## config.mk

```make
export PLATFORM = sky130hd
export DESIGN_NAME = uart_control_ii_unpack_flat
export DESIGN_NICKNAME = d
export VERILOG_FILES = /design/src/rtl/uart_frame_pkg.sv /design/src/rtl/uart_control_ii_unpack_if.sv /design/src/rtl/uart_rx_timeout.sv /design/src/rtl/uart_control_ii_unpack.sv /design/src/flat_wrapper.sv
export SDC_FILE = /design/constraint.sdc
export NUM_CORES = 1
export LEC_CHECK = 0
export CORE_MARGIN = 2
export CORE_UTILIZATION = 30
export CTS_CLUSTER_DIAMETER = 120
export DETAILED_ROUTE_END_ITERATION = 6
export HOLD_SLACK_MARGIN = 0.15
export PLACE_DENSITY_LB_ADDON = 0.08
export SLEW_MARGIN = 0
export SYNTH_ARGS = -nofsm -noshare
export SYNTH_HDL_FRONTEND = slang
export SYNTH_SLANG_ARGS = --single-unit
```

## constraint.sdc

```tcl
create_clock -name clk -period 2.2 [get_ports clk]
set_input_delay 0.33 -clock clk [delete_from_list [all_inputs] [get_ports clk]]
set_output_delay 0.33 -clock clk [all_outputs]
set_load 0.005 [all_outputs]
```

## src/rtl/uart_frame_pkg.sv

```systemverilog
// Frame constants and types shared by the UART frame packer and unpacker.
package uart_frame_pkg;

   localparam logic [7:0] HDR_B0 = 8'h55;
   localparam logic [7:0] HDR_B1 = 8'hBB;
   localparam logic [7:0] HDR_B2 = 8'h02;
   localparam logic [7:0] HDR_B3 = 8'h1A;
   localparam logic [7:0] TAIL_B = 8'hF0;

   localparam int FRAME_LEN = 32;
   localparam int PAY_LEN   = 26;
   localparam int CRC_POS   = 30;

   typedef enum logic [1:0] {
      ERR_NONE    = 2'd0,
      ERR_CRC     = 2'd1,
      ERR_TAIL    = 2'd2,
      ERR_TIMEOUT = 2'd3
   } err_code_t;

   typedef enum logic [2:0] {
      ST_IDLE,
      ST_H1,
      ST_H2,
      ST_H3,
      ST_PAY,
      ST_CRC,
      ST_TAIL
   } frame_st_t;

   // Header states drop silently on a gap; later states count as aborted frames.
   function automatic logic is_hdr_state(input frame_st_t s);
      return (s == ST_H1) || (s == ST_H2) || (s == ST_H3);
   endfunction

endpackage

```

## src/rtl/uart_control_ii_unpack_if.sv

```systemverilog
// Byte stream, CRC engine hookup and payload bus of the rx frame parser.
// master = the parser, slave = the uart_recv / crc8_d8_rx / application side.
interface uart_control_ii_unpack_if
   import uart_frame_pkg::*;
#(
   parameter int CNT_W = 16
);
   logic                   rx_done;
   logic [7:0]             rx_data;
   logic                   rx_crc_din_vld;
   logic [7:0]             rx_crc_din;
   logic [7:0]             rx_crc_dout;
   logic                   rx_crc_done;
   logic [8*PAY_LEN-1:0]   rx_frame_data;
   logic                   frame_vld;
   logic                   frame_err;
   logic [1:0]             err_code;
   logic [CNT_W-1:0]       ok_cnt;
   logic [CNT_W-1:0]       err_cnt;

   modport master (
      input  rx_done, rx_data, rx_crc_dout,
      output rx_crc_din_vld, rx_crc_din, rx_crc_done,
      output rx_frame_data, frame_vld, frame_err, err_code, ok_cnt, err_cnt
   );

   modport slave (
      output rx_done, rx_data, rx_crc_dout,
      input  rx_crc_din_vld, rx_crc_din, rx_crc_done,
      input  rx_frame_data, frame_vld, frame_err, err_code, ok_cnt, err_cnt
   );
endinterface

```

## src/rtl/uart_rx_timeout.sv

```systemverilog
// Inter-byte gap counter: expired is high on the clock the gap reaches TIMEOUT_CYC-1.
module uart_rx_timeout #(
   parameter int TIMEOUT_CYC = 50000
) (
   input  logic clk,
   input  logic reset,
   input  logic clear,
   input  logic run,
   output logic expired
);
   localparam int W = $clog2(TIMEOUT_CYC);

   logic [W-1:0] cnt;

   always_ff @(posedge clk or negedge reset) begin
      if (!reset)                cnt <= '0;
      else if (clear || !run)    cnt <= '0;
      else if (!expired)         cnt <= cnt + 1'b1;
   end

   assign expired = run && (cnt == W'(TIMEOUT_CYC - 1));

endmodule

```

## src/rtl/uart_control_ii_unpack.sv

```systemverilog
// UART receive frame parser: header hunt, 26-byte payload capture, CRC8 and tail check,
// double-buffered payload output with good/error frame counters.
module uart_control_ii_unpack
   import uart_frame_pkg::*;
#(
   parameter int TIMEOUT_CYC = 50000,
   parameter int CNT_W       = 16
) (
   input  logic                     clk,
   input  logic                     reset,
   uart_control_ii_unpack_if.master bus
);
   localparam int IDX_W = $clog2(PAY_LEN);

   frame_st_t               state, state_nxt;
   logic [IDX_W-1:0]        idx, idx_nxt;
   logic [PAY_LEN-1:0][7:0] shadow;
   logic                    shd_we;
   logic                    load_out;
   logic                    hunt;
   logic                    feed;
   logic                    abort;
   err_code_t               cause;
   logic                    expired;
   logic                    crc_done_nxt;

   logic                    crc_vld;
   logic [7:0]              crc_din;
   logic                    crc_done;
   logic [8*PAY_LEN-1:0]    frame_data;
   logic                    fvld;
   logic                    ferr;
   err_code_t               ecode;
   logic [CNT_W-1:0]        ok_q;
   logic [CNT_W-1:0]        err_q;

   uart_rx_timeout #(
      .TIMEOUT_CYC (TIMEOUT_CYC)
   ) u_timeout (
      .clk     (clk),
      .reset   (reset),
      .clear   (bus.rx_done),
      .run     (state != ST_IDLE),
      .expired (expired)
   );

   always_comb begin
      state_nxt    = state;
      idx_nxt      = idx;
      shd_we       = 1'b0;
      load_out     = 1'b0;
      hunt         = 1'b0;
      feed         = 1'b0;
      abort        = 1'b0;
      cause        = ecode;
      crc_done_nxt = 1'b0;

      if (bus.rx_done) begin
         unique case (state)
            ST_IDLE: begin
               if (bus.rx_data == HDR_B0) begin
                  state_nxt    = ST_H1;
                  crc_done_nxt = 1'b1;
               end
            end
            ST_H1: begin
               if (bus.rx_data == HDR_B1) state_nxt = ST_H2;
               else                       hunt      = 1'b1;
            end
            ST_H2: begin
               if (bus.rx_data == HDR_B2) begin
                  state_nxt = ST_H3;
                  feed      = 1'b1;
               end else begin
                  hunt = 1'b1;
               end
            end
            ST_H3: begin
               if (bus.rx_data == HDR_B3) begin
                  state_nxt = ST_PAY;
                  idx_nxt   = '0;
                  feed      = 1'b1;
               end else begin
                  hunt = 1'b1;
               end
            end
            ST_PAY: begin
               feed   = 1'b1;
               shd_we = 1'b1;
               if (idx == IDX_W'(PAY_LEN - 1)) state_nxt = ST_CRC;
               else                            idx_nxt   = idx + 1'b1;
            end
            ST_CRC: begin
               // The CRC byte itself is compared, never fed to the engine.
               if (bus.rx_data != bus.rx_crc_dout) begin
                  abort = 1'b1;
                  cause = ERR_CRC;
               end else begin
                  state_nxt = ST_TAIL;
               end
            end
            ST_TAIL: begin
               if (bus.rx_data == TAIL_B) begin
                  load_out     = 1'b1;
                  state_nxt    = ST_IDLE;
                  crc_done_nxt = 1'b1;
               end else begin
                  abort = 1'b1;
                  cause = ERR_TAIL;
               end
            end
            default: state_nxt = ST_IDLE;
         endcase
      end else if (expired) begin
         if (is_hdr_state(state)) begin
            state_nxt    = ST_IDLE;
            crc_done_nxt = 1'b1;
         end else if (state != ST_IDLE) begin
            abort = 1'b1;
            cause = ERR_TIMEOUT;
         end
      end

      // A broken header may itself be the start of the next one.
      if (hunt) begin
         state_nxt    = (bus.rx_data == HDR_B0) ? ST_H1 : ST_IDLE;
         crc_done_nxt = (bus.rx_data == HDR_B0);
      end
      if (abort) begin
         state_nxt    = ST_IDLE;
         crc_done_nxt = 1'b1;
      end
   end

   always_ff @(posedge clk or negedge reset) begin
      if (!reset) begin
         state      <= ST_IDLE;
         idx        <= '0;
         shadow     <= '0;
         crc_vld    <= 1'b0;
         crc_din    <= 8'h00;
         crc_done   <= 1'b0;
         frame_data <= '0;
         fvld       <= 1'b0;
         ferr       <= 1'b0;
         ecode      <= ERR_NONE;
         ok_q       <= '0;
         err_q      <= '0;
      end else begin
         state    <= state_nxt;
         idx      <= idx_nxt;
         if (shd_we) shadow[idx] <= bus.rx_data;
         crc_vld  <= feed;
         crc_din  <= feed ? bus.rx_data : 8'h00;
         crc_done <= crc_done_nxt;
         fvld     <= load_out;
         ferr     <= abort;
         if (load_out) begin
            frame_data <= shadow;
            ok_q       <= (ok_q == {CNT_W{1'b1}}) ? ok_q : ok_q + 1'b1;
         end
         if (abort) begin
            ecode <= cause;
            err_q <= (err_q == {CNT_W{1'b1}}) ? err_q : err_q + 1'b1;
         end
      end
   end

   assign bus.rx_crc_din_vld = crc_vld;
   assign bus.rx_crc_din     = crc_din;
   assign bus.rx_crc_done    = crc_done;
   assign bus.rx_frame_data  = frame_data;
   assign bus.frame_vld      = fvld;
   assign bus.frame_err      = ferr;
   assign bus.err_code       = ecode;
   assign bus.ok_cnt         = ok_q;
   assign bus.err_cnt        = err_q;

endmodule

```

## src/flat_wrapper.sv

```systemverilog
// flat-port wrapper written by rule: the top's interface ports become plain ports
module uart_control_ii_unpack_flat import uart_frame_pkg::*;
#(
   parameter int TIMEOUT_CYC = 50000,
   parameter int CNT_W       = 16
)
  (clk, reset, bus_rx_done, bus_rx_data, bus_rx_crc_dout, bus_rx_crc_din_vld, bus_rx_crc_din, bus_rx_crc_done, bus_rx_frame_data, bus_frame_vld, bus_frame_err, bus_err_code, bus_ok_cnt, bus_err_cnt);
  uart_control_ii_unpack_if #(.CNT_W(CNT_W)) bus_i ();
  input  logic clk;
  input  logic reset;
  input wire logic [$bits(bus_i.rx_done)-1:0] bus_rx_done;
  input wire logic [$bits(bus_i.rx_data)-1:0] bus_rx_data;
  input wire logic [$bits(bus_i.rx_crc_dout)-1:0] bus_rx_crc_dout;
  output wire logic [$bits(bus_i.rx_crc_din_vld)-1:0] bus_rx_crc_din_vld;
  output wire logic [$bits(bus_i.rx_crc_din)-1:0] bus_rx_crc_din;
  output wire logic [$bits(bus_i.rx_crc_done)-1:0] bus_rx_crc_done;
  output wire logic [$bits(bus_i.rx_frame_data)-1:0] bus_rx_frame_data;
  output wire logic [$bits(bus_i.frame_vld)-1:0] bus_frame_vld;
  output wire logic [$bits(bus_i.frame_err)-1:0] bus_frame_err;
  output wire logic [$bits(bus_i.err_code)-1:0] bus_err_code;
  output wire logic [$bits(bus_i.ok_cnt)-1:0] bus_ok_cnt;
  output wire logic [$bits(bus_i.err_cnt)-1:0] bus_err_cnt;
  assign bus_i.rx_done = bus_rx_done;
  assign bus_i.rx_data = bus_rx_data;
  assign bus_i.rx_crc_dout = bus_rx_crc_dout;
  assign bus_rx_crc_din_vld = bus_i.rx_crc_din_vld;
  assign bus_rx_crc_din = bus_i.rx_crc_din;
  assign bus_rx_crc_done = bus_i.rx_crc_done;
  assign bus_rx_frame_data = bus_i.rx_frame_data;
  assign bus_frame_vld = bus_i.frame_vld;
  assign bus_frame_err = bus_i.frame_err;
  assign bus_err_code = bus_i.err_code;
  assign bus_ok_cnt = bus_i.ok_cnt;
  assign bus_err_cnt = bus_i.err_cnt;
  uart_control_ii_unpack #(.TIMEOUT_CYC(TIMEOUT_CYC), .CNT_W(CNT_W)) u_core (.clk(clk), .reset(reset), .bus(bus_i));
endmodule
```

Word level (Yosys, flattened, before mapping) --
Cells that the tools add are included.
Word-level totals: input port bits 19, word-level logic and storage cells 152, register bits after elaboration 486
Cells by class: magnitude comparators 2, reductions and logical operators 18, add/sub/neg operators 4, bitwise logic cells 2, muxes and demuxes 58, equal/unequal tests 30
Operators with widths (count):
- 208-bit bitwise mux | 1
- 16-bit by 1-bit adder with 16-bit output (second input constant) | 3
- 16-bit == test (second input constant) | 3
- 8-bit demux with 5-bit select | 1
- 3-bit two-way mux | 12
- 16-bit two-way mux | 2
- 5-bit by 2-bit inequality test with 1-bit output (second input constant) | 6
- 1-bit two-way mux | 25
- 3-bit case mux with 7 select lines | 1
- 8-bit == test (second input constant) | 2
- 8-bit two-way mux | 2
- 2-bit two-way mux | 6
- 5-bit two-way mux | 2
- 5-bit case mux with 2 select lines | 1
- 3-bit == test (second input constant) | 3
- 9-bit AND reduction | 1
- 8-bit by 2-bit == test with 1-bit output (second input constant) | 1
- 8-bit by 5-bit == test with 1-bit output (second input constant) | 1
- 8-bit by 7-bit == test with 1-bit output (second input constant) | 1
- 8-bit inequality test | 1
- 4-bit nonzero test | 2
- 7-bit AND reduction | 1
- 3-bit by 2-bit == test with 1-bit output (second input constant) | 2
- 5-bit by 6-bit < comparator with 1-bit output (second input constant) | 1
- 22 further kinds | 33

Logic depth before layout (Yosys ltp) --
depth after elaboration 8, mapped depth 8, gate-level depth less buffers 7

Hierarchy --
Synthesis repeated with hierarchy kept, for this count alone.
Second synthesis, totals: cell total of the unflattened synthesis 1290, area total of the unflattened synthesis 19281.0 µm²
By module, submodules not included:
- uart_control_ii_unpack | cells each 1200, instances 1, area each 18360.1 µm²
- uart_rx_timeout | cells each 90, instances 1, area each 920.9 µm²

Worst setup path after synthesis --
No wires, ideal clock.
path kind input -> register, start input port bus_rx_data[3], end register u_core.frame_data[103] (netlist: u_core.bus.rx_frame_data[103]), arrival time 2.080 ns, path slack -0.008 ns, stages 8, required time 2.073 ns, cell sequence buf_6 > or3b_1 > or4_1 > buf_4 > clkinv_2 > buf_8 > buf_8 > mux2_1
On the way: cells in the longest elaborated chain, start to end 4
Ends and longest elaborated chain:
- start, declared | line flat_wrapper.sv:12 | input wire logic [$bits(bus_i.rx_data)-1:0] bus_rx_data;
- 8-bit == test | line uart_control_ii_unpack.sv:103 | if (bus.rx_data == TAIL_B) begin
- 1-bit two-way mux | line uart_control_ii_unpack.sv:103
- 1-bit two-way mux | line uart_control_ii_unpack.sv:59 | unique case (state)
- 1-bit two-way mux | line uart_control_ii_unpack.sv:58 | if (bus.rx_done) begin
- end signal, assigned | line uart_control_ii_unpack.sv:159 | frame_data <= shadow;
- end, declared | line uart_control_ii_unpack.sv:30 | logic [8*PAY_LEN-1:0] frame_data;
No other way between the ends. A chain may end at the register's enable or synchronous reset.

Worst setup path in the final report --
start register u_core.state[0], end register u_core.ok_q[11] (netlist: u_core.bus.ok_cnt[11])
On the way: cells in the longest elaborated chain, start to end 4
Ends and longest elaborated chain:
- start, declared | line uart_control_ii_unpack.sv:15 | frame_st_t state, state_nxt;
- start signal, assigned | line uart_control_ii_unpack.sv:150 | state <= state_nxt;
- 3-bit == test | line uart_control_ii_unpack.sv:59
- 1-bit two-way mux | line uart_control_ii_unpack.sv:59
- 1-bit two-way mux | line uart_control_ii_unpack.sv:58
- 2-bit AND reduction (no source line)
- end signal, assigned | line uart_control_ii_unpack.sv:160 | ok_q <= (ok_q == {CNT_W{1'b1}}) ? ok_q : ok_q + 1'b1;
- end, declared | line uart_control_ii_unpack.sv:34 | logic [CNT_W-1:0] ok_q;
No other way between the ends.

==> impl_metrics.env <==
export IMPL_die_area_um2=66300
export IMPL_period_share_pct=95.7
export IMPL_fmax_ghz=0.475
export IMPL_grt_pass1_wl_um=81200
export IMPL_synth_edff_count=0
export IMPL_startpoint="u_core.state[0]$_DFFE_PN0P_"
export IMPL_tightest_slew_ns=0.564
export IMPL_rsz0062_at_grt="no"
export IMPL_antenna_found_initial=3
export IMPL_skew_ns=0.0145
export IMPL_dp_cells=2468
export IMPL_required_ns=2.67
export IMPL_syn_to_final_growth_pct=34.2
export IMPL_peakVddDrop_v=0.000492
export IMPL_maxCapViolCount=0
export IMPL_syn_cell_area_um2=19300
export IMPL_dr_pass1_iters=4
export IMPL_final_core_utilization_pct=40.9
export IMPL_synth_top_cells_by_area="dfrtp_1 (63%), mux2_2 (17%), mux2_1 (6.4%)"
export IMPL_yosysMostFrequentCell="dfrtp_1"
export IMPL_final_setup_viol_count=0
export IMPL_fin_cells=2573
export IMPL_synth_top_area_share_pct=63.1
export IMPL_place_hpwl_um=34300
export IMPL_synth_commonest_cells="dfrtp_1 (486), mux2_2 (285), mux2_1 (110)"
export IMPL_worstPathArrival_ns=2.58
export IMPL_clk_latency_ns=0.60
export IMPL_setup_ws_ns=0.0946
export IMPL_tritoncts="built"
export IMPL_ys_seq_area_share_pct=63.1
export IMPL_fin_nets=1709
export IMPL_die_y_um=258
export IMPL_routedWlPerCell_um=20.2
export IMPL_worstSetupEndpoint="u_core.bus.ok_cnt[11]$_DFFE_PN0P_"
export IMPL_synth_ff_type="dfrtp_1"
export IMPL_clk_path_buf_depth=3
export IMPL_cts_made_buffers=55
export IMPL_power_density_nw_per_um2=805
export IMPL_start_kind="flop"
export IMPL_gp_routability_congestion=0.769
export IMPL_yosysUniqueCellTypes=58
export IMPL_clkSlewWorstSetupHoldPaths_ns=0.06
export IMPL_initial_utilization_pct=30.5
export IMPL_pre_cts_ws_ns=-0.345
export IMPL_status="finished, final reports clean"
export IMPL_hold_viol_final=0
export IMPL_power_uw=20800
export IMPL_layout_min_cycle_time_ns=2.11
export IMPL_vias_per_cell=4.57
export IMPL_htreeDepth=2
export IMPL_synth_nets=1329
export IMPL_gr_total_overflow=0
export IMPL_maxSlewViolCount=0
export IMPL_num_vias=11800
export IMPL_cp_end_kind="flop"
export IMPL_drtIter0Drc=519
export IMPL_worstSetupPathType="flop to flop"
export IMPL_total_leakage_power_uw=0.0125
export IMPL_syn_area_per_cell_um2=14.8
export IMPL_grt_max_degree=93
export IMPL_drive_above_1_share_pct=30.3
export IMPL_rows=92
export IMPL_r2r_cells=7
export IMPL_synth_largest_area_cell="dfrtp_1"
export IMPL_drc=0
export IMPL_finalWirelength_um=52000
export IMPL_tns_ns=0
export IMPL_grt_pass1_vias=12700
export IMPL_reg2reg_to="u_core.bus.ok_cnt[11]$_DFFE_PN0P_"
export IMPL_cts_root_buf="clkbuf_16"
export IMPL_worstHoldPathType="primary input to flop"
export IMPL_grt_use_total_pct=15.9
export IMPL_antenna_left=0
export IMPL_synth_warnings=0
export IMPL_io_pins=273
export IMPL_ff2ff_setup_slack_ns=0.09
export IMPL_fp_dieW_um=258
export IMPL_crit_fanout=7
export IMPL_worstReg2RegStart="u_core.state[0]$_DFFE_PN0P_"
export IMPL_core_area_um2=63300
export IMPL_synth_seq_cells=486
export IMPL_async_flop_share_pct=100
export IMPL_io_buffer_count=272
export IMPL_postSynthCellCount=1303
export IMPL_cts_sinks=486
export IMPL_slew_headroom_pct=62.1
==> per-stage QoR <==
stage | hold WS, ns | cell area [um2]
floorplan | 0.0344 | 19300
finish | 0.200 | 25900
detailed placement | 0.272 | 24000
global route | 0.193 | 25900
global placement | 0.271 | 24000
CTS | 0.160 | 25800
==> flip-flops by register name (all words and copies together) (netlist names), 2 cells and up <==
| name | count |
|---|---|
| u_core.idx | 5 |
| u_core.bus.err_cnt | 16 |
| u_core.shadow | 208 |
| u_core.bus.rx_crc_din | 8 |
| u_core.state | 3 |
| u_core.u_timeout.cnt | 16 |
| u_core.bus.rx_frame_data | 208 |
| u_core.bus.ok_cnt | 16 |
| u_core.bus.err_code | 2 |
==> routing by layer <==
| metal | up-vias | global-route usage (%) | wire [um] |
|---|---|---|---|
| met3 | 52 | 3.24 | 2440 |
| met2 | 231 | 25.4 | 24200 |
| met1 | 6098 | 22.4 | 24700 |
| met5 | - | 0 | 0 |
| met4 | 0 | 3.16 | 735 |
| li1 | 5377 | - | - |
==> placed cells by master (no fill, tap or decap), types with 3 or more instances in the layout <==
cell type        synthesis  routed
a2111oi_2                0       3
a211oi_1                 9       6
a211oi_2                 1       4
a21oi_1                  8       7
and2_1                  16      16
and3_1                  11      10
and4_1                   4       4
and4bb_2                 3       3
buf_12                   0      40
buf_2                    9       7
buf_4                    5      76
clkbuf_1                39      15
clkbuf_16                0      56
clkbuf_8                 0      16
clkdlybuf4s50_1          0     264
clkinv_2                 1       4
dfrtp_1                486     486
ha_1                     7       7
inv_1                    8       7
mux2_1                 110     110
mux2_2                 285     285
nand2_1                 73      72
nand3_1                 25      25
nand4_1                 18      18
nand4b_1                 4       4
nor2_1                  26      26
nor3_1                   8       7
nor3b_1                  5       4
o211ai_1                 3       3
o21ai_0                 35      35
xnor2_1                 28      28
xor2_1                  22      22
==> critical path, stage by stage, from the launching register on <==
cell and delay (ns):
dfrtp_1 0.37, nand4b_1 0.20, or4_4 0.61, buf_12 0.19
a31oi_4 0.17, buf_4 0.16, nand4_1 0.11, xnor2_1 0.15
==> area by class of cell <==
class                   count  area, um2
fillers                  6001      37400
flip-flops and latches    486      12200
multi-input cells         740       6700
repair buffers            391       4100
clock buffers              87       1680
well taps                 846       1060
clock inverters            12        138
inverters                   9       38.8
diodes                      2       5.00
==> power by group <==
group | internal (uW) | switching [uW] | leakage [uW] | total [uW]
clock | 5440 | 3650 | 0.000887 | 9090
combinational | 925 | 1010 | 0.00484 | 1940
sequential | 9470 | 345 | 0.00673 | 9810
total | 15800 | 5010 | 0.0125 | 20800
==> how the worst min path moves through the flow <==
stage / slack (ns) / end / cells past startpoint / from
after global placement: 0.27 / u_core.shadow[89]$_DFFE_PN0P_ / 1 / reset
after detailed placement: 0.27 / u_core.shadow[89]$_DFFE_PN0P_ / 1 / reset
after floorplan: 0.03 / u_core.bus.err_cnt[0]$_DFFE_PN0P_ / 0 / reset
final: 0.20 / u_core.shadow[164]$_DFFE_PN0P_ / 3 / bus_rx_data[4]
after CTS: 0.16 / u_core.shadow[164]$_DFFE_PN0P_ / 3 / bus_rx_data[4]
after global routing: 0.19 / u_core.shadow[164]$_DFFE_PN0P_ / 3 / bus_rx_data[4]
==> cell families after synthesis <==
group                    after synthesis  synth area share [%]
multiplexers                         396                  23.1
AND/OR/NAND/NOR                      209                  5.78
adder cells (fa/ha/maj)                7                 0.454
buffers and inverters                 77                  2.46
XOR/XNOR                              50                  2.27
flip-flops                           486                  63.1
AO/OA/AOI/OAI                         78                  2.84
==> timing repair <==
item	in CTS	in global routing
gates resized for setup	1	12
endpoints found under the setup margin	1	26
hold buffers	2	0
pin swaps	0	2
setup buffers	0	2
hold endpoints to repair	345	0
Power figures use the tool's default switching activity.
